**config.mk**
```make
export PLATFORM = sky130hd
export DESIGN_NAME = tune_sweep
export DESIGN_NICKNAME = d
export VERILOG_FILES = /design/src/rtl/dds_pkg.sv /design/src/rtl/dwell_cnt.sv /design/src/rtl/tune_sweep.sv
export SDC_FILE = /design/constraint.sdc
export NUM_CORES = 1
export LEC_CHECK = 0
export BUFFER_PORTS_ARGS = -buffer_cell sky130_fd_sc_hd__buf_4
export CAP_MARGIN = 30
export CORE_ASPECT_RATIO = 1.1
export CORE_MARGIN = 10
export CORE_UTILIZATION = 32
export DETAILED_ROUTE_END_ITERATION = 7
export HOLD_SLACK_MARGIN = 0.03
export PLACE_DENSITY_LB_ADDON = 0.2
export SYNTH_ARGS = -nofsm -noshare
export SYNTH_HDL_FRONTEND = slang
export SYNTH_SLANG_ARGS = --single-unit
```
**constraint.sdc**
```tcl
create_clock -name clk -period 8.34 [get_ports clk]
set_clock_uncertainty 0.1 [all_clocks]
set_input_delay 0.834 -clock clk [delete_from_list [all_inputs] [get_ports clk]]
set_output_delay 0.834 -clock clk [all_outputs]
set_load 0.02 [all_outputs]
```
**src/rtl/dds_pkg.sv**
```systemverilog
// ---------------------------------------------------------------------------
// dds_pkg
// Shared definitions for the DDS tuning blocks.
//   DDS_TUNE_WIDTH : default width of tuning words (phase-accumulator width)
//   sweep_state_e  : state encoding of the tune_sweep controller
// ---------------------------------------------------------------------------
package dds_pkg;

    localparam int DDS_TUNE_WIDTH = 16;

    typedef enum logic [1:0] {
        ST_IDLE  = 2'd0,
        ST_DWELL = 2'd1,
        ST_STEP  = 2'd2,
        ST_FIN   = 2'd3
    } sweep_state_e;

endpackage

```
**src/rtl/dwell_cnt.sv**
```systemverilog
// ---------------------------------------------------------------------------
// dwell_cnt
// Down-counter that times how long each tuning word is held.
// Ports:
//   clk_i    : clock
//   rst_i    : synchronous active-high reset, clears the count
//   load_i   : load a new dwell length (first hold cycle follows the load)
//   len_i    : dwell length in cycles; 0 is treated as 1
//   expire_o : high in the hold cycle just before the final hold cycle
// ---------------------------------------------------------------------------
module dwell_cnt #(
    parameter int DWELL_WIDTH = 16
) (
    input  logic                   clk_i,
    input  logic                   rst_i,
    input  logic                   load_i,
    input  logic [DWELL_WIDTH-1:0] len_i,
    output logic                   expire_o
);

    logic [DWELL_WIDTH-1:0] cnt_q;
    logic [DWELL_WIDTH-1:0] cnt_d;

    // The final hold cycle of a word is spent in the controller's STEP state,
    // so the counter only has to cover the len-1 cycles before it.
    always_comb begin
        cnt_d = cnt_q;
        if (load_i) begin
            cnt_d = (len_i == '0) ? '0 : len_i - DWELL_WIDTH'(1);
        end else if (cnt_q != '0) begin
            cnt_d = cnt_q - DWELL_WIDTH'(1);
        end
    end

    always_ff @(posedge clk_i) begin
        if (rst_i) begin
            cnt_q <= '0;
        end else begin
            cnt_q <= cnt_d;
        end
    end

    assign expire_o = (cnt_q == DWELL_WIDTH'(1));

endmodule

```
**src/rtl/tune_sweep.sv**
```systemverilog
// ---------------------------------------------------------------------------
// tune_sweep
// Frequency-sweep controller producing the tuning word for a DDS. Steps a
// registered tuning word from f_start towards f_stop by f_step, holding each
// word for max(dwell,1) cycles, either once or repeatedly.
// Ports:
//   clk         : clock, all state updates on the rising edge
//   RST         : synchronous active-high reset
//   start       : one-cycle request to begin a sweep (ignored while busy)
//   abort       : one-cycle request to stop; wins over start
//   continuous  : 1 = repeat the sweep forever, 0 = single pass
//   f_start     : first tuning word
//   f_stop      : last tuning word (never passed, never wrapped)
//   f_step      : unsigned step magnitude
//   dwell       : cycles each word is held
//   tuning_word : registered tuning word to the DDS
//   busy        : registered, high while a sweep runs
//   done        : registered one-cycle pulse after a single-pass sweep
// ---------------------------------------------------------------------------
module tune_sweep
    import dds_pkg::*;
#(
    parameter int TUNE_WIDTH  = DDS_TUNE_WIDTH,
    parameter int DWELL_WIDTH = 16
) (
    input  logic                   clk,
    input  logic                   RST,
    input  logic                   start,
    input  logic                   abort,
    input  logic                   continuous,
    input  logic [TUNE_WIDTH-1:0]  f_start,
    input  logic [TUNE_WIDTH-1:0]  f_stop,
    input  logic [TUNE_WIDTH-1:0]  f_step,
    input  logic [DWELL_WIDTH-1:0] dwell,
    output logic [TUNE_WIDTH-1:0]  tuning_word,
    output logic                   busy,
    output logic                   done
);

    sweep_state_e state_q, state_d;

    logic [TUNE_WIDTH-1:0]  word_q, word_d;
    logic                   busy_q, busy_d;
    logic                   done_q, done_d;

    // Sweep parameters captured on the accepted start
    logic [TUNE_WIDTH-1:0]  f_start_q, f_stop_q, f_step_q;
    logic [DWELL_WIDTH-1:0] dwell_q;
    logic                   cont_q;
    logic                   up_q;
    logic                   cap_en;

    logic                   cnt_load;
    logic [DWELL_WIDTH-1:0] cnt_len;
    logic                   cnt_expire;

    // Next word computed one bit wider so overflow and underflow are visible
    // and can be clamped to the stop word instead of wrapping.
    function automatic logic [TUNE_WIDTH-1:0] next_word(
        input logic [TUNE_WIDTH-1:0] word,
        input logic [TUNE_WIDTH-1:0] stop,
        input logic [TUNE_WIDTH-1:0] step,
        input logic                  up
    );
        logic [TUNE_WIDTH:0]   ext;
        logic [TUNE_WIDTH-1:0] res;
        ext = '0;
        if (step == '0) begin
            // A zero step would never arrive; go straight to the stop word.
            res = stop;
        end else if (up) begin
            ext = {1'b0, word} + {1'b0, step};
            res = (ext > {1'b0, stop}) ? stop : ext[TUNE_WIDTH-1:0];
        end else begin
            ext = {1'b0, word} - {1'b0, step};
            res = (ext[TUNE_WIDTH] || (ext[TUNE_WIDTH-1:0] < stop)) ? stop
                                                                     : ext[TUNE_WIDTH-1:0];
        end
        return res;
    endfunction

    // A word held for a single cycle spends that cycle in STEP; longer holds
    // spend the leading cycles in DWELL and the final one in STEP.
    function automatic sweep_state_e hold_state(input logic [DWELL_WIDTH-1:0] len);
        return (len <= DWELL_WIDTH'(1)) ? ST_STEP : ST_DWELL;
    endfunction

    dwell_cnt #(
        .DWELL_WIDTH (DWELL_WIDTH)
    ) u_dwell_cnt (
        .clk_i    (clk),
        .rst_i    (RST),
        .load_i   (cnt_load),
        .len_i    (cnt_len),
        .expire_o (cnt_expire)
    );

    always_comb begin
        state_d  = state_q;
        word_d   = word_q;
        cap_en   = 1'b0;
        cnt_load = 1'b0;
        cnt_len  = dwell_q;

        case (state_q)
            ST_IDLE: begin
                if (start) begin
                    cap_en   = 1'b1;
                    word_d   = f_start;
                    cnt_load = 1'b1;
                    cnt_len  = dwell;
                    state_d  = hold_state(dwell);
                end
            end
            ST_DWELL: begin
                if (cnt_expire) begin
                    state_d = ST_STEP;
                end
            end
            ST_STEP: begin
                if (word_q == f_stop_q) begin
                    if (cont_q) begin
                        // Reload straight into the first word: no gap cycle.
                        word_d   = f_start_q;
                        cnt_load = 1'b1;
                        state_d  = hold_state(dwell_q);
                    end else begin
                        state_d = ST_FIN;
                    end
                end else begin
                    word_d   = next_word(word_q, f_stop_q, f_step_q, up_q);
                    cnt_load = 1'b1;
                    state_d  = hold_state(dwell_q);
                end
            end
            ST_FIN: begin
                state_d = ST_IDLE;
            end
            default: begin
                state_d = ST_IDLE;
            end
        endcase

        // Abort overrides everything, including a start in the same cycle;
        // the word freezes at its current value.
        if (abort) begin
            state_d  = ST_IDLE;
            word_d   = word_q;
            cap_en   = 1'b0;
            cnt_load = 1'b0;
        end

        busy_d = (state_d == ST_DWELL) || (state_d == ST_STEP);
        done_d = (state_d == ST_FIN);
    end

    always_ff @(posedge clk) begin
        if (RST) begin
            state_q   <= ST_IDLE;
            word_q    <= '0;
            busy_q    <= 1'b0;
            done_q    <= 1'b0;
            f_start_q <= '0;
            f_stop_q  <= '0;
            f_step_q  <= '0;
            dwell_q   <= '0;
            cont_q    <= 1'b0;
            up_q      <= 1'b0;
        end else begin
            state_q <= state_d;
            word_q  <= word_d;
            busy_q  <= busy_d;
            done_q  <= done_d;
            if (cap_en) begin
                f_start_q <= f_start;
                f_stop_q  <= f_stop;
                f_step_q  <= f_step;
                dwell_q   <= dwell;
                cont_q    <= continuous;
                up_q      <= (f_stop >= f_start);
            end
        end
    end

    assign tuning_word = word_q;
    assign busy        = busy_q;
    assign done        = done_q;

endmodule

```
; ---- After elaboration in Yosys (flattened, before gate mapping)
; Index checks and enable logic that the tools add are counted.
[word_totals]
regBits = 102
inputBits = 69
output_inout_bits = 18
word_cells = 68
[classes]
addsub = 4
n_lt_le_gt_ge = 5
eq_ne = 10
muxes = 28
bitwise = 1
n_reduce_logical = 9
[op_table]
columns = cell, n
row1 = $mux W16, 12
row2 = $le A16 B1 Y1 const B, 2
row3 = $logic_not A16 Y1, 2
row4 = $pmux W16 S2, 1
row5 = $sub A16 B1 Y16 const B, 2
row6 = $add A16 B16 Y17, 1
row7 = $gt A17 B16 Y1, 1
row8 = $sub A16 B16 Y17, 1
row9 = $eq A16 B1 Y1 const B, 1
row10 = $eq A16 B16 Y1, 1
row11 = $ge A16 B16 Y1, 1
row12 = $lt A16 B16 Y1, 1
row13 = $reduce_bool A16 Y1, 1
row14 = $mux W2, 7
row15 = $eq A2 B2 Y1 const B, 4
row16 = $pmux W2 S4, 1
row17 = $mux W1, 6
row18 = $eq A2 B1 Y1 const B, 2
row19 = $reduce_and A4 Y1, 1
row20 = $reduce_bool A2 Y1, 2
row21 = $ne A3 B3 Y1 const B, 1
row22 = $logic_not A2 Y1, 1
row23 = $logic_or A1 B1 Y1, 2
row24 = $ne A2 B2 Y1 const B, 1
row25 = 2 further kinds, 2

; ---- Longest topological paths before layout
; Gate-level depths: netlist of the first run.
[depth]
word_depth = 8
depth_mapped = 21
ltp_nobuf = 19

; ---- By module
; Synthesis of the first run repeated with hierarchy kept, for this count alone.
[hier_totals]
hier_cells = 1094
hier_area_um2 = 8503.2
[modules_own_cells]
columns = mod, instances, cells_each, area_per_inst_um2, seq_area_each_um2
row1 = tune_sweep, 1, 943, 7193.1, 1721.7
row2 = dwell_cnt, 1, 151, 1310.0, 320.3

; ---- Worst setup path before layout of the first run
; No wires, ideal clock.
[synth_path]
kind = flip-flop to flip-flop
from = register word_q[6] (netlist: tuning_word[6])
to = register word_q[12] (netlist: tuning_word[12])
arrival_ns = 4.346
path_slack_ns = 3.791
path_stages_with_launch = 17
n_path_buf = 1
period_less_slack_ns = 4.549
path_cell_list = dfxtp_1 > ha_1 > buf_2 > a2111o_1 > o21ai_0 > a211oi_1 > or3_1 > and2_1 > ha_1 > and4_1 > a41oi_1 > a21boi_2 > a311oi_4 > or3_4 > o32ai_1 > o31a_1 > a2111oi_2
[synth_between]
elab_chain_len = 8
word_cells_on_any_way = 14
[synth_lines]
columns = item, line
row1 = start: declaration, tune_sweep.sv:42  ; logic [TUNE_WIDTH-1:0] word_q, word_d;
row2 = start signal: assignment, tune_sweep.sv:171  ; word_q <= word_d;
row3 = $sub A16 B16 Y17, tune_sweep.sv:75  ; ext = {1'b0, word} - {1'b0, step};
row4 = $lt A16 B16 Y1, tune_sweep.sv:76  ; res = (ext[TUNE_WIDTH] || (ext[TUNE_WIDTH-1:0] < stop)) ? stop
row5 = $logic_or A1 B1 Y1, tune_sweep.sv:76
row6 = $mux W16, tune_sweep.sv:76
row7 = $mux W16, tune_sweep.sv:71  ; end else if (up) begin
row8 = $mux W16, tune_sweep.sv:68  ; if (step == '0) begin
row9 = $mux W16, tune_sweep.sv:121  ; if (word_q == f_stop_q) begin
row10 = $pmux W16 S2, tune_sweep.sv:105  ; case (state_q)
; Several ways; a longest one is shown, not always the timed one.
; A chain may end at the register's enable or synchronous reset.

; ---- Worst setup path after layout of the first run
[layout_path]
from = register word_q[1] (netlist: tuning_word[1])
to = register word_q[13] (netlist: tuning_word[13])
; Same word-level chain as after synthesis.

==> flow_summary.toml, run 1 <==
[status]
status = "finished clean"

[critical_path]
r2r_start = "tuning_word[1]$_SDFFE_PP0P_"
end_kind = "register"
start_kind = "register"
reg2reg_depth = 15
crit_path_frequent_cell = "ha_1"
crit_path_top_delay_cell = "o21ai_0"
cp.required_ns = 8.52
critPathMaxStageDelay_ns = 0.61
r2r_slack_ns = 2.68
r2r-end = "tuning_word[13]$_SDFFE_PP0P_"
cp_max_fo = 14
crit_path_cell_trace = "ha_1, nand2b_1, a221oi_1, nor4_1, o21ai_0, a211oi_1, o21a_1, or2_2, ha_1, a2111oi_0, a41o_1, and3_1, nand3_1, o211a_1, o32ai_1"
crit_arrival_ns = 5.84
crit_type = "register to register"

[clock_network]
clockBufferDepth = 2
cts_tree = "yes"
clkTransAtPathRegs_ns = 0.09
clock-sinks = 102
cts-root-buf = "clkbuf_16"
numCtsBuffers = 9
holdBufCountCts = 0
clk_latency_ns = 0.37
post_cts_resized = 0
htreeDepth = 3
post-cts-setup-buffer-count = 0

[min_path]
hold_end = "f_start_q[13]$_SDFFE_PP0P_"
min_path_cells = 2
min_path_type = "register to register"
min-delay-start = "f_start_q[13]$_SDFFE_PP0P_"

[global_routing]
grt_pass1_vias = 7856
track_usage_pct = 16.70
grt_pass1_wl_mm = 44.54
top_usage_layer = "met2"
gr-usage-met3_pct = 2.397
grt_max_degree = 55
use_met2_pct = 29.87
antenna_found_initial = 0
grt-ovfl-total = 0
grt_use_met1_pct = 20.22

[pwr]
p_clk_share_pct = 20.5
netSwitchingFraction_pct = 44.45
internal-power_mw = 1.287
comb_power_share_pct = 51.8
power_switching_mw = 1.030
leakage_nw = 4.065
ir_worst_vdd_mv = 0.1169
p_total_mw = 2.317
power_density_mw_per_mm2 = 241.1
p_seq_share_pct = 27.7

[detailed_routing]
viasPerCell = 5.396
drt_drc_violations_left = 0
antenna_left = 0
post_drt_wl_per_cell_um = 18.89
firstDrtPassIters = 5
finalWirelength_mm = 28.51
dr_total_vias = 8143
initialDrtViolationCount = 750

[sta]
fmax_mhz = 176.7
drv_slew = 0
rsz0062_at_grt = "no"
slew_headroom_pct = 44.34
final.setup.worst_slack_ns = 2.682
setup_viol = 0
timing.final.hold_violations = 0
tightest_slew_ns = 0.8245
min_period_over_period_pct = 67.84
fin_setup_tns_ns = 0
period_needed_ns = 5.658

[synth]
synth-main-ff-cell = "dfxtp_1"
synth-simple-area-share_pct = 22.14
synth_edf_count = 0
synth_top_family_by_area = "compound AO/OA/AOI/OAI gates"
synthCells = 1106
synthXorXnorAreaFrac_pct = 6.739
muxShareOfSynthArea_pct = 2.888
ys.warnings.count = 0
synth_fp_nets = 1260
synthAdderAreaFrac_pct = 12.77
synth.distinct_cells = 87
synth_area_mm2 = 0.008448
async_flop_share_pct = 0
synth_compound_area_share_pct = 24.42
ys_seq_area_share_pct = 24.17
ys_ff_latch = 102
syn_avg_cell_area_um2 = 7.638

[place]
port_buffers = 86
dpl_worst_slack_ns = 2.831
gp_congestion = 0.9156
dp.cells = 1493
hpwl_mm = 22.69

[floorplanning]
die_h_um = 190.4
placeableCoreArea_mm2 = 0.02607
ios = 87
die_w_um = 174.9
initial_core_util_pct = 32.41
placementRows = 62
fp.dieArea_mm2 = 0.03331

[layout]
nFillCells = 2830
seq_area_mm2 = 0.002042
drive_gt1_share_pct = 12.36
layout_commonest_cell = "nand2_1"
multi_input_comb_area_mm2 = 0.005841
num-nets-final = 1306
antenna_cells = 0
fin_cells = 1509
mostFrequentLayoutCells = "nand2_1 (177), a21oi_1 (117), dfxtp_1 (102)"
syn_to_final_growth_pct = 13.76
final_util_pct = 36.87

[job]
drv_cap = 0
-- flip-flops by register name, indices dropped and copies added, names as in the netlist --
register	cells
cont_q	1
tuning_word	16
f_step_q	16
f_stop_q	16
done	1
f_start_q	16
busy	1
u_dwell_cnt.cnt_q	16
state_q	2
dwell_q	16
up_q	1
-- layout make-up --
class / count / share of cell area, %
clock inverter: 7 / 1.015
timing repair buffer: 93 / 7.265
clock buffer: 9 / 2.343
tap: 352 / 4.583
sequential: 102 / 21.25
multi-input combinational: 875 / 60.77
inverter: 71 / 2.773
-- critical path, delay by kind of cell, from the launching register on --
family / cells / cell delay (ns)
flip-flops: 1 / 0.54
adder cells (fa/ha/maj): 2 / 0.50
AO/OA/AOI/OAI: 8 / 2.92
AND/OR/NAND/NOR: 5 / 1.49
-- routing by layer --
layer	share of wire [%]	wire, um	vias to the layer above
met5	0	0	-
li1	-	-	4061
met3	4.1	1164	38
met2	50	14300	203
met1	43	12390	3841
met4	2.3	661	0
-- worst max-delay path by stage --
stage / end / startpoint
4_1_cts: tuning_word[13]$_SDFFE_PP0P_ / tuning_word[1]$_SDFFE_PP0P_
2_1_floorplan: tuning_word[12]$_SDFFE_PP0P_ / tuning_word[6]$_SDFFE_PP0P_
3_5_place_dp: tuning_word[13]$_SDFFE_PP0P_ / tuning_word[1]$_SDFFE_PP0P_
6_report: tuning_word[13]$_SDFFE_PP0P_ / tuning_word[1]$_SDFFE_PP0P_
3_3_place_gp: tuning_word[13]$_SDFFE_PP0P_ / tuning_word[1]$_SDFFE_PP0P_
5_1_grt: tuning_word[14]$_SDFFE_PP0P_ / tuning_word[1]$_SDFFE_PP0P_
-- stage by stage --
stage                     instance area (um2)  hold WS [ns]
after floorplan                          8448        0.3316
after CTS                                9610        0.3544
after global routing                     9610        0.3705
after global placement                   9280        0.3409
final                                    9610        0.3538
after detailed placement                 9288        0.3438
-- power by group through the flow --
stage / logic, mW / clock network (mW) / registers [mW]
floorplan: 0.888 / 0 / 0.632
global placement: 1.18 / 0 / 0.649
detailed placement: 1.19 / 0 / 0.651
CTS: 1.19 / 0.488 / 0.640
global route: 1.33 / 0.502 / 0.649
finish: 1.20 / 0.475 / 0.641
-- cells in the mapped netlist, types with 5 or more instances --
master	count	area, um2
nand4_1	9	56.30
mux2i_1	21	210.2
a221oi_1	7	61.31
dfxtp_1	102	2042
a22oi_1	12	90.09
clkbuf_1	25	93.84
o22ai_1	5	31.28
nand2_1	177	664.4
buf_2	17	85.08
a21o_1	17	127.6
a21oi_1	117	585.6
o32ai_1	5	43.79
nor2b_1	9	56.30
o21ai_0	28	140.1
o31ai_1	9	67.56
o211ai_1	11	82.58
o21a_1	10	75.07
or3_1	5	31.28
buf_1	6	22.52
xnor2_1	26	227.7
xor2_1	39	341.6
nor4_1	23	143.9
nor2_1	76	285.3
nand2b_1	10	62.56
ha_1	83	1039
inv_1	70	262.8
a211oi_1	8	60.06
nand3_1	22	110.1
a31oi_1	6	37.54
o211a_1	5	50.05
and3_1	6	37.54
nor3_1	30	150.1
-- logic make-up after synthesis --
group / after synthesis
flops: 102
compound gates: 304
mux: 24
simple gates: 397
buf+inv: 129
xor+xnor: 65
fa+ha+maj: 85
Power figures use the tool's default switching activity.
==> inputs of run 2 (changes only) <==
- clock period: 8.34 -> 5.8 ns (I/O delays scaled with it)
==> flow_summary.toml, run 2 (synthesized netlist as in run 1, its figures left out) <==
[status]
status = "finished clean"

[sta]
min_period_over_period_pct = 91.10
fin_setup_tns_ns = 0
holdWs_ns = 0.3536
tightest_slew_ns = 0.7914
timing.final.hold_violations = 0
fmax_mhz = 189.3
setup_viol = 0
final.setup.worst_slack_ns = 0.5163
slew_headroom_pct = 47.17
period_needed_ns = 5.284
rsz0062_at_grt = "no"
drv_slew = 0

[critical_path]
r2r_start = "tuning_word[1]$_SDFFE_PP0P_"
reg2reg_depth = 16
crit_path_cell_trace = "inv_1, fa_1, o21bai_1, a21oi_1, a21oi_1, nor2_1, nor2_1, mux2_2, nor3_1, ha_1, a2111oi_0, a41o_1, and3_1, nand3_1, o211a_1, o32ai_1"
endpoint = "tuning_word[13]$_SDFFE_PP0P_"
critPathMaxStageDelay_ns = 0.57
crit_type = "register to register"
r2r_slack_ns = 0.52
cp-startpoint = "tuning_word[1]$_SDFFE_PP0P_"
r2r-end = "tuning_word[13]$_SDFFE_PP0P_"
cp.required_ns = 5.98
crit_arrival_ns = 5.46
crit_path_top_delay_cell = "and3_1"
end_kind = "register"
start_kind = "register"
cp_max_fo = 14

[global_routing]
antenna_found_initial = 0
grt_pass1_wl_mm = 45.42
track_usage_pct = 17.03
grt_max_degree = 54
grt-ovfl-total = 0
grt_pass1_vias = 8006

[job]
drv_cap = 0

[pwr]
p_total_mw = 3.311
power_switching_mw = 1.494
p_clk_share_pct = 19.1
netSwitchingFraction_pct = 45.13
ir_worst_vdd_mv = 0.1587
p_seq_share_pct = 27.6
leakage_nw = 4.092
internal-power_mw = 1.817
comb_power_share_pct = 53.3
power_density_mw_per_mm2 = 343.4

[floorplanning]
ios = 87
die_h_um = 190.4
initial_core_util_pct = 32.41
placeableCoreArea_mm2 = 0.02607
fp.dieArea_mm2 = 0.03331
die_w_um = 174.9
placementRows = 62

[detailed_routing]
firstDrtPassIters = 5
finalWirelength_mm = 29.00
initialDrtViolationCount = 554
dr_total_vias = 8128
drt_drc_violations_left = 0
post_drt_wl_per_cell_um = 19.12
antenna_left = 0
viasPerCell = 5.358

[layout]
syn_to_final_growth_pct = 14.13
drive_gt1_share_pct = 12.96
num-nets-final = 1314
fin_cells = 1517
antenna_cells = 0
nFillCells = 2820
layout_commonest_cell = "nand2_1"
mostFrequentLayoutCells = "nand2_1 (177), a21oi_1 (117), dfxtp_1 (102)"

[clock_network]
clock-sinks = 102
holdBufCountCts = 0
cts_tree = "yes"
numCtsBuffers = 9
post-cts-setup-buffer-count = 0
cts-root-buf = "clkbuf_16"
clk_latency_ns = 0.38
htreeDepth = 3
post_cts_resized = 0
clockBufferDepth = 2
clkTransAtPathRegs_ns = 0.09

[place]
dpl_worst_slack_ns = 0.5847
dp.cells = 1501
hpwl_mm = 23.25
port_buffers = 86
gp_congestion = 0.9129

[min_path]
min_path_cells = 3
min_path_type = "input port to register"
min-delay-start = "f_stop[8]"
[run 2: cell types whose count changed in the layout (fill, tap and decap cells not counted), sizes merged]
cell,change
buf,+8
bufinv,-1
clkinv,+1
clkinvlp,+1
inv,-1
[run 2: layout make-up]
class / count / area [um2] / area share (%)
clock buffer: 9 / 225.2 / 2.336
timing repair buffer: 101 / 758.2 / 7.864
clock inverter: 7 / 68.82 / 0.7137
sequential: 102 / 2042 / 21.18
tap: 352 / 440.4 / 4.568
inverter: 71 / 266.5 / 2.764
multi-input combinational: 875 / 5841 / 60.58
[run 2: worst min path at each step]
stage	to	slack, ns
floorplan	f_start_q[0]$_SDFFE_PP0P_	0.33
global placement	f_start_q[10]$_SDFFE_PP0P_	0.34
detailed placement	f_start_q[10]$_SDFFE_PP0P_	0.34
CTS	f_stop_q[8]$_SDFFE_PP0P_	0.35
global route	f_stop_q[8]$_SDFFE_PP0P_	0.35
finish	f_stop_q[8]$_SDFFE_PP0P_	0.35
[run 2: power groups by stage]
stage	Sequential [mW]	Combinational (mW)	Clock (mW)
2_1_floorplan	0.908	1.28	0
3_3_place_gp	0.927	1.74	0
3_5_place_dp	0.927	1.75	0
4_1_cts	0.912	1.76	0.650
5_1_grt	0.924	1.96	0.674
6_report	0.913	1.77	0.632
[run 2: metrics by stage]
stage / area, um2 / utilization [%]
after floorplan: 8448 / -
after global placement: 9340 / 35.83
after detailed placement: 9348 / 35.86
after CTS: 9642 / 36.99
after global routing: 9642 / 36.99
final: 9642 / 36.99
[run 2: per-layer routing]
layer	track usage [%]	share of wire [%]	vias to the layer above
li1	-	-	4058
met2	30.90	51	206
met5	0	0	-
met3	2.179	3.8	39
met4	6.330	3.5	0
met1	20.01	42	3825
[run 2: critical path: cells and delay by family (launching register included)]
family | cells | cell delay (ns)
adders and majority gates | 2 | 0.76
muxes | 1 | 0.37
DFF | 1 | 0.52
buffers and inverters | 1 | 0.12
and+or+nand+nor | 5 | 1.36
AOI/OAI and AO/OA | 7 | 1.97
==> inputs of run 3 (changes only) <==
- CORE_UTILIZATION: 32 -> 35
- TNS_END_PERCENT: unset -> 50
==> flow_summary.toml, run 3 (synthesized netlist as in run 1, its figures left out) <==
[global_routing]
grt_max_degree = 71
grt_pass1_vias = 7994
grt-ovfl-total = 0
track_usage_pct = 17.64
grt_use_met1_pct = 20.70
use_met2_pct = 31.26
antenna_found_initial = 0
grt_pass1_wl_mm = 44.04
gr-usage-met3_pct = 2.481
top_usage_layer = "met2"

[clock_network]
numCtsBuffers = 9
htreeDepth = 3
clk_latency_ns = 0.37
cts-root-buf = "clkbuf_16"
post_cts_resized = 0
post-cts-setup-buffer-count = 0
clock-sinks = 102
clockBufferDepth = 2
cts_tree = "yes"
holdBufCountCts = 0
clkTransAtPathRegs_ns = 0.08

[layout]
antenna_cells = 0
mostFrequentLayoutCells = "nand2_1 (177), a21oi_1 (117), dfxtp_1 (102)"
final_util_pct = 40.49
multi_input_comb_area_mm2 = 0.005841
seq_area_mm2 = 0.002042
final_area_mm2 = 0.009594
nFillCells = 2484
drive_gt1_share_pct = 12.81
layout_commonest_cell = "nand2_1"
fin_cells = 1468
syn_to_final_growth_pct = 13.57
num-nets-final = 1312

[place]
gp_congestion = 0.9663
port_buffers = 86
place_area_mm2 = 0.009274
dpl_worst_slack_ns = 0.5658
dp.cells = 1452
hpwl_mm = 22.46

[sta]
final.setup.worst_slack_ns = 0.4032
slew_headroom_pct = 39.97
fmax_mhz = 185.3
setup_viol = 0
timing.final.hold_violations = 0
holdWs_ns = 0.3533
drv_slew = 0
tightest_slew_ns = 0.9005
fin_setup_tns_ns = 0
rsz0062_at_grt = "no"
period_needed_ns = 5.397
min_period_over_period_pct = 93.05

[critical_path]
end_kind = "register"
crit_buf_inv = 0
cp.required_ns = 5.97
critPathMaxStageDelay_ns = 0.62
crit_path_top_delay_cell = "o21ai_0"
crit_path_cell_trace = "ha_1, nand2b_1, a221oi_1, nor4_1, o21ai_0, a211oi_1, o21a_1, or2_2, ha_1, a2111oi_0, a41o_1, and3_1, nand3_1, o211a_1, o32ai_1"
cp_max_fo = 9
crit_path_frequent_cell = "ha_1"
crit_type = "register to register"
crit_arrival_ns = 5.56
start_kind = "register"
critPathTopFamily = "compound AO/OA/AOI/OAI gates"

[detailed_routing]
drt_drc_violations_left = 0
finalWirelength_mm = 28.21
viasPerCell = 5.576
dr_total_vias = 8185
initialDrtViolationCount = 619
firstDrtPassIters = 5
antenna_left = 0
post_drt_wl_per_cell_um = 19.22

[floorplanning]
placeableCoreArea_mm2 = 0.02370
ios = 87
initial_core_util_pct = 35.65
fp.dieArea_mm2 = 0.03076
die_w_um = 168.1
placementRows = 59
die_h_um = 182.9

[pwr]
ir_worst_vdd_mv = 0.1594
power_density_mw_per_mm2 = 348.4
p_total_mw = 3.343
leakage_nw = 4.096

[job]
drv_cap = 0

[status]
status = "finished clean"

[min_path]
min_path_type = "register to register"
==> run 3: worst paths after layout <==
kind                                     from                      endpoint  slack [ns]  cells past startpoint
hold / removal     f_start_q[15]$_SDFFE_PP0P_    f_start_q[15]$_SDFFE_PP0P_        0.35                      2
setup / recovery  tuning_word[1]$_SDFFE_PP0P_  tuning_word[13]$_SDFFE_PP0P_        0.40                     15
hold reg to reg    f_start_q[15]$_SDFFE_PP0P_    f_start_q[15]$_SDFFE_PP0P_        0.35                      2
setup reg to reg  tuning_word[1]$_SDFFE_PP0P_  tuning_word[13]$_SDFFE_PP0P_        0.40                     15
==> run 3: layer usage <==
metal	share of wire, %	vias to the layer above
met5	0	-
met4	3.9	0
met3	4.2	53
met2	50	242
met1	42	3826
li1	-	4064
==> run 3: final cells by class <==
type / count / share of cell area, %
inverters: 71 / 2.778
flip-flops and latches: 102 / 21.28
repair buffers: 99 / 7.746
clock buffers: 9 / 2.347
well taps: 305 / 3.978
multi-input cells: 875 / 60.88
clock inverters: 7 / 0.9911
==> run 3: power breakdown <==
group | switching [mW] | total, mW | internal (mW)
Sequential | 0.114 | 0.911 | 0.796
Combinational | 1.04 | 1.76 | 0.721
Clock | 0.325 | 0.676 | 0.350
Total | 1.48 | 3.34 | 1.87
==> run 3: worst min-delay path: stages, from the launching register on <==
cell and delay [ns]:
dfxtp_1 0.31, nand2_1 0.05, a21oi_1 0.05
